===== src/rtl/graphite_cmd_pkg.sv =====
// rtl/graphite_cmd_pkg.sv - shared types, widths and parameter checks for the command stream transmitter
package graphite_cmd_pkg;

    typedef enum logic [1:0] {
        IDLE    = 2'd0,
        SEND_HI = 2'd1,
        SEND_LO = 2'd2
    } cmd_tx_state_t;

    localparam int DEF_STREAM_WIDTH = 16;
    localparam int CMD_WORD_WIDTH   = 2 * DEF_STREAM_WIDTH;

    function automatic logic fifo_depth_ok(input int depth);
        return (depth >= 2) && ((depth & (depth - 1)) == 0);
    endfunction

endpackage


===== src/rtl/sync_fifo.sv =====
// rtl/sync_fifo.sv - single-clock FIFO with occupancy count, show-ahead read data
module sync_fifo #(
    parameter int WIDTH = 32,
    parameter int DEPTH = 16
) (
    input  logic                     clk,
    input  logic                     reset_i,
    input  logic                     push,
    input  logic [WIDTH-1:0]         push_data,
    input  logic                     pop,
    output logic [WIDTH-1:0]         pop_data,
    output logic                     full,
    output logic                     empty,
    output logic [$clog2(DEPTH):0]   count
);

    localparam int PTR_W = $clog2(DEPTH);
    localparam int CNT_W = PTR_W + 1;

    logic [WIDTH-1:0] mem [DEPTH];
    logic [PTR_W-1:0] wr_ptr;
    logic [PTR_W-1:0] rd_ptr;
    logic             do_push;
    logic             do_pop;

    // Full comes from the registered count, so a pop never frees room for a same-cycle push.
    assign full     = (count == CNT_W'(DEPTH));
    assign empty    = (count == '0);
    assign do_push  = push && !full;
    assign do_pop   = pop && !empty;
    assign pop_data = mem[rd_ptr];

    always_ff @(posedge clk) begin
        if (do_push) begin
            mem[wr_ptr] <= push_data;
        end
    end

    always_ff @(posedge clk) begin
        if (reset_i) begin
            wr_ptr <= '0;
            rd_ptr <= '0;
            count  <= '0;
        end else begin
            if (do_push) begin
                wr_ptr <= wr_ptr + PTR_W'(1);
            end
            if (do_pop) begin
                rd_ptr <= rd_ptr + PTR_W'(1);
            end
            if (do_push && !do_pop) begin
                count <= count + CNT_W'(1);
            end else if (do_pop && !do_push) begin
                count <= count - CNT_W'(1);
            end
        end
    end

endmodule


===== src/rtl/cmd_axis_tx.sv =====
// rtl/cmd_axis_tx.sv - host word FIFO plus MSB-first two-beat stream serializer; CMD_AXIS_TX_OVERFLOW_EN adds sticky overflow_o
module cmd_axis_tx
    import graphite_cmd_pkg::*;
#(
    parameter int CMD_STREAM_WIDTH = DEF_STREAM_WIDTH,
    parameter int FIFO_DEPTH       = 16
) (
    input  logic                          clk,
    input  logic                          reset_i,
    input  logic                          host_wr_i,
    input  logic [2*CMD_STREAM_WIDTH-1:0] host_data_i,
    output logic                          host_full_o,
    output logic [$clog2(FIFO_DEPTH):0]   host_level_o,
    output logic                          cmd_axis_tvalid_o,
    input  logic                          cmd_axis_tready_i,
    output logic [CMD_STREAM_WIDTH-1:0]   cmd_axis_tdata_o,
    output logic                          idle_o
`ifdef CMD_AXIS_TX_OVERFLOW_EN
    ,
    output logic                          overflow_o
`endif
);

    localparam int WORD_W = 2 * CMD_STREAM_WIDTH;

    if (!fifo_depth_ok(FIFO_DEPTH)) begin : g_depth_check
        $error("FIFO_DEPTH must be a power of 2 and at least 2");
    end

    cmd_tx_state_t               state, state_nx;
    logic                        tvalid_nx;
    logic [CMD_STREAM_WIDTH-1:0] tdata_nx;
    logic [CMD_STREAM_WIDTH-1:0] lo_half, lo_half_nx;
    logic                        fifo_pop;
    logic                        fifo_empty;
    logic [WORD_W-1:0]           fifo_dout;

    sync_fifo #(
        .WIDTH (WORD_W),
        .DEPTH (FIFO_DEPTH)
    ) u_fifo (
        .clk       (clk),
        .reset_i   (reset_i),
        .push      (host_wr_i),
        .push_data (host_data_i),
        .pop       (fifo_pop),
        .pop_data  (fifo_dout),
        .full      (host_full_o),
        .empty     (fifo_empty),
        .count     (host_level_o)
    );

    always_ff @(posedge clk) begin
        if (reset_i) begin
            state             <= IDLE;
            cmd_axis_tvalid_o <= 1'b0;
            cmd_axis_tdata_o  <= '0;
            lo_half           <= '0;
        end else begin
            state             <= state_nx;
            cmd_axis_tvalid_o <= tvalid_nx;
            cmd_axis_tdata_o  <= tdata_nx;
            lo_half           <= lo_half_nx;
        end
    end

    // Only the low half needs holding: the high half goes straight into tdata on pop.
    always_comb begin
        state_nx   = state;
        tvalid_nx  = cmd_axis_tvalid_o;
        tdata_nx   = cmd_axis_tdata_o;
        lo_half_nx = lo_half;
        fifo_pop   = 1'b0;
        case (state)
            IDLE: begin
                tvalid_nx = 1'b0;
                if (!fifo_empty) begin
                    fifo_pop   = 1'b1;
                    tdata_nx   = fifo_dout[WORD_W-1:CMD_STREAM_WIDTH];
                    lo_half_nx = fifo_dout[CMD_STREAM_WIDTH-1:0];
                    tvalid_nx  = 1'b1;
                    state_nx   = SEND_HI;
                end
            end
            SEND_HI: begin
                if (cmd_axis_tready_i) begin
                    tdata_nx = lo_half;
                    state_nx = SEND_LO;
                end
            end
            SEND_LO: begin
                if (cmd_axis_tready_i) begin
                    if (!fifo_empty) begin
                        fifo_pop   = 1'b1;
                        tdata_nx   = fifo_dout[WORD_W-1:CMD_STREAM_WIDTH];
                        lo_half_nx = fifo_dout[CMD_STREAM_WIDTH-1:0];
                        state_nx   = SEND_HI;
                    end else begin
                        tvalid_nx = 1'b0;
                        state_nx  = IDLE;
                    end
                end
            end
            default: begin
                tvalid_nx = 1'b0;
                state_nx  = IDLE;
            end
        endcase
    end

    assign idle_o = fifo_empty && (state == IDLE);

`ifdef CMD_AXIS_TX_OVERFLOW_EN
    always_ff @(posedge clk) begin
        if (reset_i) begin
            overflow_o <= 1'b0;
        end else if (host_wr_i && host_full_o) begin
            overflow_o <= 1'b1;
        end
    end
`endif

endmodule


===== config.mk =====
export PLATFORM = sky130hd
export DESIGN_NAME = cmd_axis_tx
export DESIGN_NICKNAME = d
export VERILOG_FILES = /design/src/rtl/graphite_cmd_pkg.sv /design/src/rtl/sync_fifo.sv /design/src/rtl/cmd_axis_tx.sv
export SDC_FILE = /design/constraint.sdc
export NUM_CORES = 1
export LEC_CHECK = 0
export BUFFER_PORTS_ARGS = -buffer_cell sky130_fd_sc_hd__buf_2
export CAP_MARGIN = 30
export CORE_ASPECT_RATIO = 0.7
export CORE_UTILIZATION = 62
export CTS_CLUSTER_DIAMETER = 50
export DETAILED_ROUTE_END_ITERATION = 7
export GPL_TIMING_DRIVEN = 0
export PLACE_DENSITY_LB_ADDON = 0.05
export SLEW_MARGIN = 20
export SYNTH_ARGS = -nofsm -noshare
export SYNTH_HDL_FRONTEND = slang
export SYNTH_SLANG_ARGS = --single-unit

===== constraint.sdc =====
create_clock -name clk -period 5.5 [get_ports clk]
set_input_delay 1.1 -clock clk [delete_from_list [all_inputs] [get_ports clk]]
set_output_delay 1.1 -clock clk [all_outputs]
set_load 0.05 [all_outputs]

==> results of run 1 <==
power by group through the flow:
stage / sequential (mW) / combinational, mW / clock (mW)
after floorplan: 5.29 / 1.53 / 0
after global placement: 5.14 / 2.38 / 0
after detailed placement: 5.13 / 2.48 / 0
after CTS: 5.04 / 2.50 / 3.56
after global routing: 5.06 / 2.67 / 3.72
final: 5.04 / 2.51 / 3.54
cell families (layout without fill, tap and decap cells):
family,count (synthesis),in the layout,share of synthesized area
adders and majority gates,10,10,0.00617
xor gates and xnor gates,10,10,0.00407
AOI/OAI and AO/OA,174,174,0.0546
other,0,1,0
buffers and inverters,71,258,0.0159
muxes,161,161,0.132
DFF,564,564,0.764
and+or+nand+nor,114,114,0.0237
layout make-up:
| class | instances | area [sq um] | share of cell area |
|---|---|---|---|
| diodes | 1 | 2.50 | 0.000101 |
| well taps | 464 | 581 | 0.0235 |
| repair buffers | 96 | 890 | 0.0360 |
| multi-input cells | 469 | 4850 | 0.196 |
| plain buffers | 65 | 319 | 0.0129 |
| clock buffers | 63 | 1330 | 0.0538 |
| clock inverters | 28 | 314 | 0.0127 |
| flip-flops and latches | 564 | 16400 | 0.664 |
| inverters | 6 | 22.5 | 0.000911 |
cell usage after synthesis, types with 2 or more instances:
master,instances
buf_6,2
edfxtp_1,512
xnor2_1,5
xor2_1,5
inv_1,5
buf_1,6
and2_1,4
mux4_2,98
a21oi_1,57
nor2_1,47
o21ai_0,2
buf_4,7
a221oi_1,16
a22oi_1,62
a21o_1,17
nor3_1,4
nand2b_1,4
buf_2,27
ha_1,9
nor2b_1,6
nand2_1,40
a31oi_1,16
dfxtp_1,52
nand4_1,2
mux2i_1,63
clkbuf_1,23
per-layer routing:
layer	routed length [um]	GRT usage
met5	0	0
met4	933	0.0735
met3	5680	0.0657
met2	22500	0.434
met1	21900	0.465
sequential cells by signal (all words and copies together) (netlist names), named ones only:
name	cells
cmd_axis_tvalid_o	1
u_fifo.count	5
state	2
u_fifo.wr_ptr	4
lo_half	16
u_fifo.mem	512
u_fifo.rd_ptr	4
cmd_axis_tdata_o	16
worst register-to-register path: stages (launching register included):
cell and delay (ns):
dfxtp_1 0.40, nor4_4 0.46, a211oi_4 0.19, inv_2 0.15, clkbuf_1 0.44, ha_1 0.28
inv_1 0.11, fa_1 0.42, a21o_1 0.19, a21oi_1 0.17, xnor2_1 0.10, or3_1 0.31
a21oi_1 0.14
final timing paths:
check                                         start  cells past startpoint                  end  slack [ns]
worst max-delay path              cmd_axis_tready_i                     13      u_fifo.count[4]        2.05
worst min-delay path            cmd_axis_tdata_o[6]                      1  cmd_axis_tdata_o[6]        0.44
worst max register to register      u_fifo.count[0]                     12      u_fifo.count[4]        2.07
worst min register to register  cmd_axis_tdata_o[6]                      1  cmd_axis_tdata_o[6]        0.44
==> out/qor.tcl, run 1 <==
set qor(outcome) {complete, no violations}
set qor(via_count_of_the_first_global_routing_pass) 11100
set qor(p_per_area_nw_per_um2) 449
set qor(grt_max_degree) 19
set qor(grtUsageTotal) 0.298
set qor(coreArea_sq_um) 33800
set qor(dieArea_sq_um) 35400
set qor(chipHeight_um) 158
set qor(root_driver) {clkbuf_16}
set qor(max_clock_freq_mhz) 290
set qor(netlist.area_leader.share) 0.715
set qor(post_synth_num_cell_types) 39
set qor(sw_frac_of_total) 0.288
set qor(hold_ws_ns) 0.445
set qor(crit_path_max_fo) 10
set qor(finalCritPeriodShare) 0.627
set qor(initial_drt_markers) 1424
set qor(htree_num_levels) 2
set qor(layout-area-overhead-vs-synth_pct) 15.0
set qor(tritoncts_clock_tree) {done}
set qor(grt_remaining_overflow) 0
set qor(ys_top_cells_by_area) {edfxtp_1, mux4_2, dfxtp_1}
set qor(fin_tns_setup_ns) 0
set qor(place_congestion) 0.882
set qor(async_reset_ff_frac) 0
set qor(timing.final.setup_violations) 0
set qor(power.clock.fraction) 0.319
set qor(drv.max_cap_violation_count) 0
set qor(synth.yosys.warnings) 0
set qor(cts_repair_resize_count) 0
set qor(final_common_cell) {edfxtp_1}
set qor(io_buffers) 59
set qor(power_mw) 11.1
set qor(clock_insertion_delay_worst_skew_ns) 0.59
set qor(worst_pin_slew_ns) 0.954
set qor(via_count) 11400
set qor(max_slew_margin) 0.364
set qor(dpl_worst_slack_ns) 1.52
set qor(postCtsSetupRepairBufs) 0
set qor(first_pass_iters) 5
set qor(max-clock-path-buffers) 3
set qor(seq_power_share) 0.455
set qor(data_arrival_time_of_the_critical_path_ns) 3.94
set qor(placed_cells_incl_taps) 1664
set qor(crit_required_ns) 5.99
set qor(vias_per_inst) 6.52
set qor(netlist_instances) 1104
set qor(synthesis.nets) 1150
set qor(p_switching_mw) 3.20
set qor(final_cell_area_sq_um) 24700
set qor(final_non_filler_cell_total) 1756
set qor(synthesis.area_per_instance_sq_um) 19.5
set qor(placedInstanceArea_sq_um) 23100
set qor(holdCritPathClass) {reg -> reg}
set qor(postSynth.topFlopCell) {edfxtp_1}
set qor(critical_path.cell_chain) {buf_2 -> nor2b_1 -> a211oi_4 -> inv_2 -> clkbuf_1 -> ha_1 -> inv_1 -> fa_1 -> a21o_1 -> a21oi_1 -> xnor2_1 -> or3_1 -> a21oi_1}
set qor(design.portCount) 60
set qor(tritoncts.num_buffers) 50
set qor(floorplan.die.width_um) 225
set qor(timing.critical_path.slowest_stage_cell) {clkbuf_1}
set qor(critPathMostFrequentCell) {a21oi_1}
set qor(synth_enable_flop_cells) 512
set qor(period_minus_slack_ns) 3.45
set qor(timing_worst_setup_path_type) {in -> reg}
set qor(worst-path-buf-inv) 4
set qor(grt_pass1_wl_mm) 73.5
set qor(finalMaxSlewViolations) 0
set qor(average_routed_wire_per_standard_cell_um) 29.0
set qor(drt-total-wl_mm) 51.0
set qor(utilization) 0.731
set qor(cts_hold_buffers) 0
set qor(critical_path.max_stage_delay_ns) 0.44
set qor(setup_slack_of_the_critical_path_after_layout_ns) 2.05
set qor(post-dp-hpwl_mm) 33.3
set qor(yosysSeqAreaShare) 0.764
set qor(irDropWorstVdd_v) 0.000321
set qor(synth_seq_cells) 564
set qor(number_of_nets_in_the_final_layout) 1298
set qor(top_delay_family_on_crit_path) {buffers and inverters}
set qor(finalClockSkew_ns) 0.0228
set qor(layout-drive-gt1-share) 0.246
set qor(std_cell_rows) 56
set qor(power_frac_comb) 0.226
set qor(clkSlewWorstSetupHoldPaths_ns) 0.07
set qor(drc) 0
set qor(synth_area_sq_um) 21500
set qor(end_kind) {flip-flop}
set qor(start_util) 0.635
set qor(layout_common_cells) {edfxtp_1, mux4_2, buf_2}
set qor(synthDominantAreaCellType) {edfxtp_1}
set qor(antenna_violations_before_repair) 0
set qor(worst_setup_path_start_kind) {input pin}
set qor(cts.sink_count) 564
set qor(power_leakage_nw) 7.96
set qor(rsz0062_at_grt) {no}
set qor(antenna_left) 0
set qor(final-hold-violation-count) 0
set qor(power_report.internal_total_mw) 7.89
set qor(n_fill_cell) 2013
(Power assumes the default switching activity.)
==> run 2: changes to the inputs <==
clock period = 3.45 ns   (was 5.5 ns; I/O delays follow)
==> run 2 against run 1 <==
Via count hardly changed; die area unchanged; power increased by 62%; worst hold slack about the same; count of clock-buffer cells in the layout is 13 higher; first-iteration DRC count grew 4.8%; non-clock buffer count decreased by 7; cell count is 0.17% lower; utilization is 0.70 points higher; register-to-register slack worse by 1.8 ns; largest cell class unchanged; largest power group unchanged.
==> out/qor.tcl, run 2 (synthesis gave the netlist of run 1 again) <==
set qor(coreArea_sq_um) 33800 ;# unchanged
set qor(clock_insertion_delay_worst_skew_ns) 0.57 ;# -0.02 ns
set qor(drc) 0 ;# unchanged
set qor(max_clock_freq_mhz) 312
set qor(worst_pin_slew_ns) 0.982 ;# +0.0273 ns
set qor(largest_register_ff_count) 512 ;# unchanged
set qor(dieArea_sq_um) 35400 ;# unchanged
set qor(setup_slack_of_the_critical_path_after_layout_ns) 0.246 ;# -1.81 ns
set qor(layout-drive-gt1-share) 0.249 ;# +0.00310
set qor(fin_tns_setup_ns) 0 ;# unchanged
set qor(cts_hold_buffers) 0 ;# unchanged
set qor(design.portCount) 60 ;# unchanged
set qor(outcome) {complete, no violations}
set qor(max_slew_margin) 0.345 ;# -0.0182
set qor(critical_path.max_stage_delay_ns) 0.56 ;# +0.12 ns
set qor(std_cell_rows) 56 ;# unchanged
set qor(via_count_of_the_first_global_routing_pass) 11300 ;# +1.7%
set qor(timing.final.setup_violations) 0 ;# unchanged
set qor(layout_common_cells) {edfxtp_1, mux4_2, buf_2}
set qor(power_frac_comb) 0.225 ;# about the same
set qor(p_per_area_nw_per_um2) 719 ;# +60%
set qor(rsz0062_at_grt) {no}
set qor(htree_num_levels) 2 ;# unchanged
set qor(final-hold-violation-count) 0 ;# unchanged
set qor(worst_setup_path_start_kind) {flip-flop}
set qor(worst-path-buf-inv) 2 ;# -2
set qor(place_congestion) 0.839 ;# -4.9%
set qor(period_minus_slack_ns) 3.20
set qor(power_mw) 18.0 ;# +62%
set qor(sw_frac_of_total) 0.286 ;# -0.00191
set qor(biggestRegsByFlops) {u_fifo.mem (512), cmd_axis_tdata_o (16), lo_half (16)}
set qor(drt-total-wl_mm) 51.8 ;# +1.6%
set qor(cts.sink_count) 564 ;# unchanged
set qor(busiest_layer) {met1}
set qor(top_register) {u_fifo.mem}
set qor(top_delay_family_on_crit_path) {compound AO/OA/AOI/OAI gates}
set qor(power.clock.fraction) 0.327 ;# +0.008
set qor(groute.layer.met1.usage) 0.458 ;# -0.00731
set qor(chipHeight_um) 158 ;# unchanged
set qor(number_of_nets_in_the_final_layout) 1292 ;# -0.46%
set qor(grt_max_degree) 18 ;# -1
set qor(antenna_violations_before_repair) 1 ;# +1
set qor(seq_power_share) 0.448 ;# -0.007
set qor(timing.critical_path.slowest_stage_cell) {a211oi_4}
set qor(vias_per_inst) 6.53 ;# +0.19%
set qor(data_arrival_time_of_the_critical_path_ns) 3.69 ;# -0.25 ns
set qor(initial_drt_markers) 1493 ;# +4.8%
set qor(grt_pass1_wl_mm) 74.4 ;# +1.1%
set qor(first_pass_iters) 5 ;# unchanged
set qor(placedInstanceArea_sq_um) 23200 ;# +0.58%
set qor(tritoncts_clock_tree) {done}
set qor(average_routed_wire_per_standard_cell_um) 29.5 ;# +1.7%
set qor(drv.max_cap_violation_count) 0 ;# unchanged
set qor(finalClockSkew_ns) 0.0144 ;# -0.00844 ns
set qor(met2_usage) 0.433 ;# -0.000737
set qor(holdCritPathClass) {reg -> reg}
set qor(final_common_cell) {edfxtp_1}
set qor(finalCritPeriodShare) 0.929
set qor(p_switching_mw) 5.14 ;# +61%
set qor(final_cell_area_sq_um) 25000 ;# +0.96%
set qor(crit_required_ns) 3.94 ;# -2.05 ns
set qor(tritoncts.num_buffers) 51 ;# +2.0%
set qor(floorplan.die.width_um) 225 ;# unchanged
set qor(critical_path.cell_chain) {nor4_4 -> a211oi_4 -> inv_2 -> ha_1 -> inv_1 -> ha_1 -> a21o_1 -> a21oi_1 -> xnor2_1 -> or3_1 -> a21oi_1}
set qor(power_leakage_nw) 8.02 ;# +0.80%
set qor(grt_remaining_overflow) 0 ;# unchanged
set qor(power_report.internal_total_mw) 12.8 ;# +62%
set qor(irDropWorstVdd_v) 0.000477 ;# +49%
set qor(end_kind) {flip-flop}
set qor(timing_worst_setup_path_type) {reg -> reg}
set qor(post-dp-hpwl_mm) 34.2 ;# +2.9%
set qor(grtUsageTotal) 0.300 ;# +0.00246
set qor(via_count) 11500 ;# +0.017%
set qor(max-clock-path-buffers) 3 ;# unchanged
set qor(start_util) 0.635 ;# unchanged
set qor(met3_track_demand_over_resource_in_global_routing) 0.0800 ;# +0.0143
set qor(placed_cells_incl_taps) 1658 ;# -0.36%
set qor(postCtsSetupRepairBufs) 0 ;# unchanged
set qor(crit_path_max_fo) 15 ;# +5
set qor(final_non_filler_cell_total) 1753 ;# -0.17%
set qor(cts_repair_resize_count) 0 ;# unchanged
set qor(io_buffers) 59 ;# unchanged
set qor(clkSlewWorstSetupHoldPaths_ns) 0.06 ;# about the same
set qor(finalMaxSlewViolations) 0 ;# unchanged
set qor(dpl_worst_slack_ns) -0.137 ;# -1.66 ns
set qor(n_fill_cell) 1942 ;# -3.5%
set qor(antenna_left) 0 ;# unchanged
set qor(layout-area-overhead-vs-synth_pct) 16.1
set qor(root_driver) {clkbuf_16}
-- run 2: cell types whose count changed in the layout (fill, tap and decap cells not counted), sizes merged --
| cell | previous run | this run |
|---|---|---|
| clkbuf | 86 | 98 |
| buf | 138 | 132 |
| clkinv | 17 | 11 |
| clkinvlp | 2 | 0 |
| bufinv | 7 | 6 |
| diode | 1 | 2 |
| inv | 8 | 7 |
-- run 2: cell type report --
cell class                      count  area [sq um]  area share
Clock inverter                     18           238     0.00952
Tap cell                          464           581      0.0233
Sequential cell                   564         16400       0.658
Antenna cell                        2          5.00    0.000200
Clock buffer                       76          1510      0.0606
Multi-Input combinational cell    469          4880       0.195
Timing Repair Buffer               90           998      0.0400
Buffer                             64           315      0.0126
Inverter                            6          22.5    0.000902
-- run 2: routing by layer --
metal / vias to the layer above / wire, um
li1: 4793 / -
met1: 5929 / 21900
met2: 642 / 22900
met3: 86 / 5950
met4: 0 / 1100
met5: - / 0
-- run 2: final timing paths --
check | startpoint | end | slack [ns] | cells past startpoint
worst min register to register | cmd_axis_tdata_o[6] | cmd_axis_tdata_o[6] | 0.45 | 1
worst max register to register | u_fifo.count[0] | u_fifo.count[4] | 0.25 | 11
worst min-delay path | cmd_axis_tdata_o[6] | cmd_axis_tdata_o[6] | 0.45 | 1
worst max-delay path | u_fifo.count[0] | u_fifo.count[4] | 0.25 | 11
-- run 2: per-stage QoR --
step / hold slack, ns / utilization
after global routing: 0.464 / 0.738
after global placement: 0.431 / 0.662
after floorplan: 0.455 / -
after CTS: 0.451 / 0.738
final: 0.445 / 0.738
after detailed placement: 0.437 / 0.686
-- run 2: power groups by stage --
stage	logic, mW	clock network, mW	registers (mW)
floorplan	2.44	0	8.43
detailed placement	3.98	0	8.17
global route	4.28	6.18	8.06
CTS	4.01	5.91	8.03
global placement	3.81	0	8.17
finish	4.04	5.88	8.04
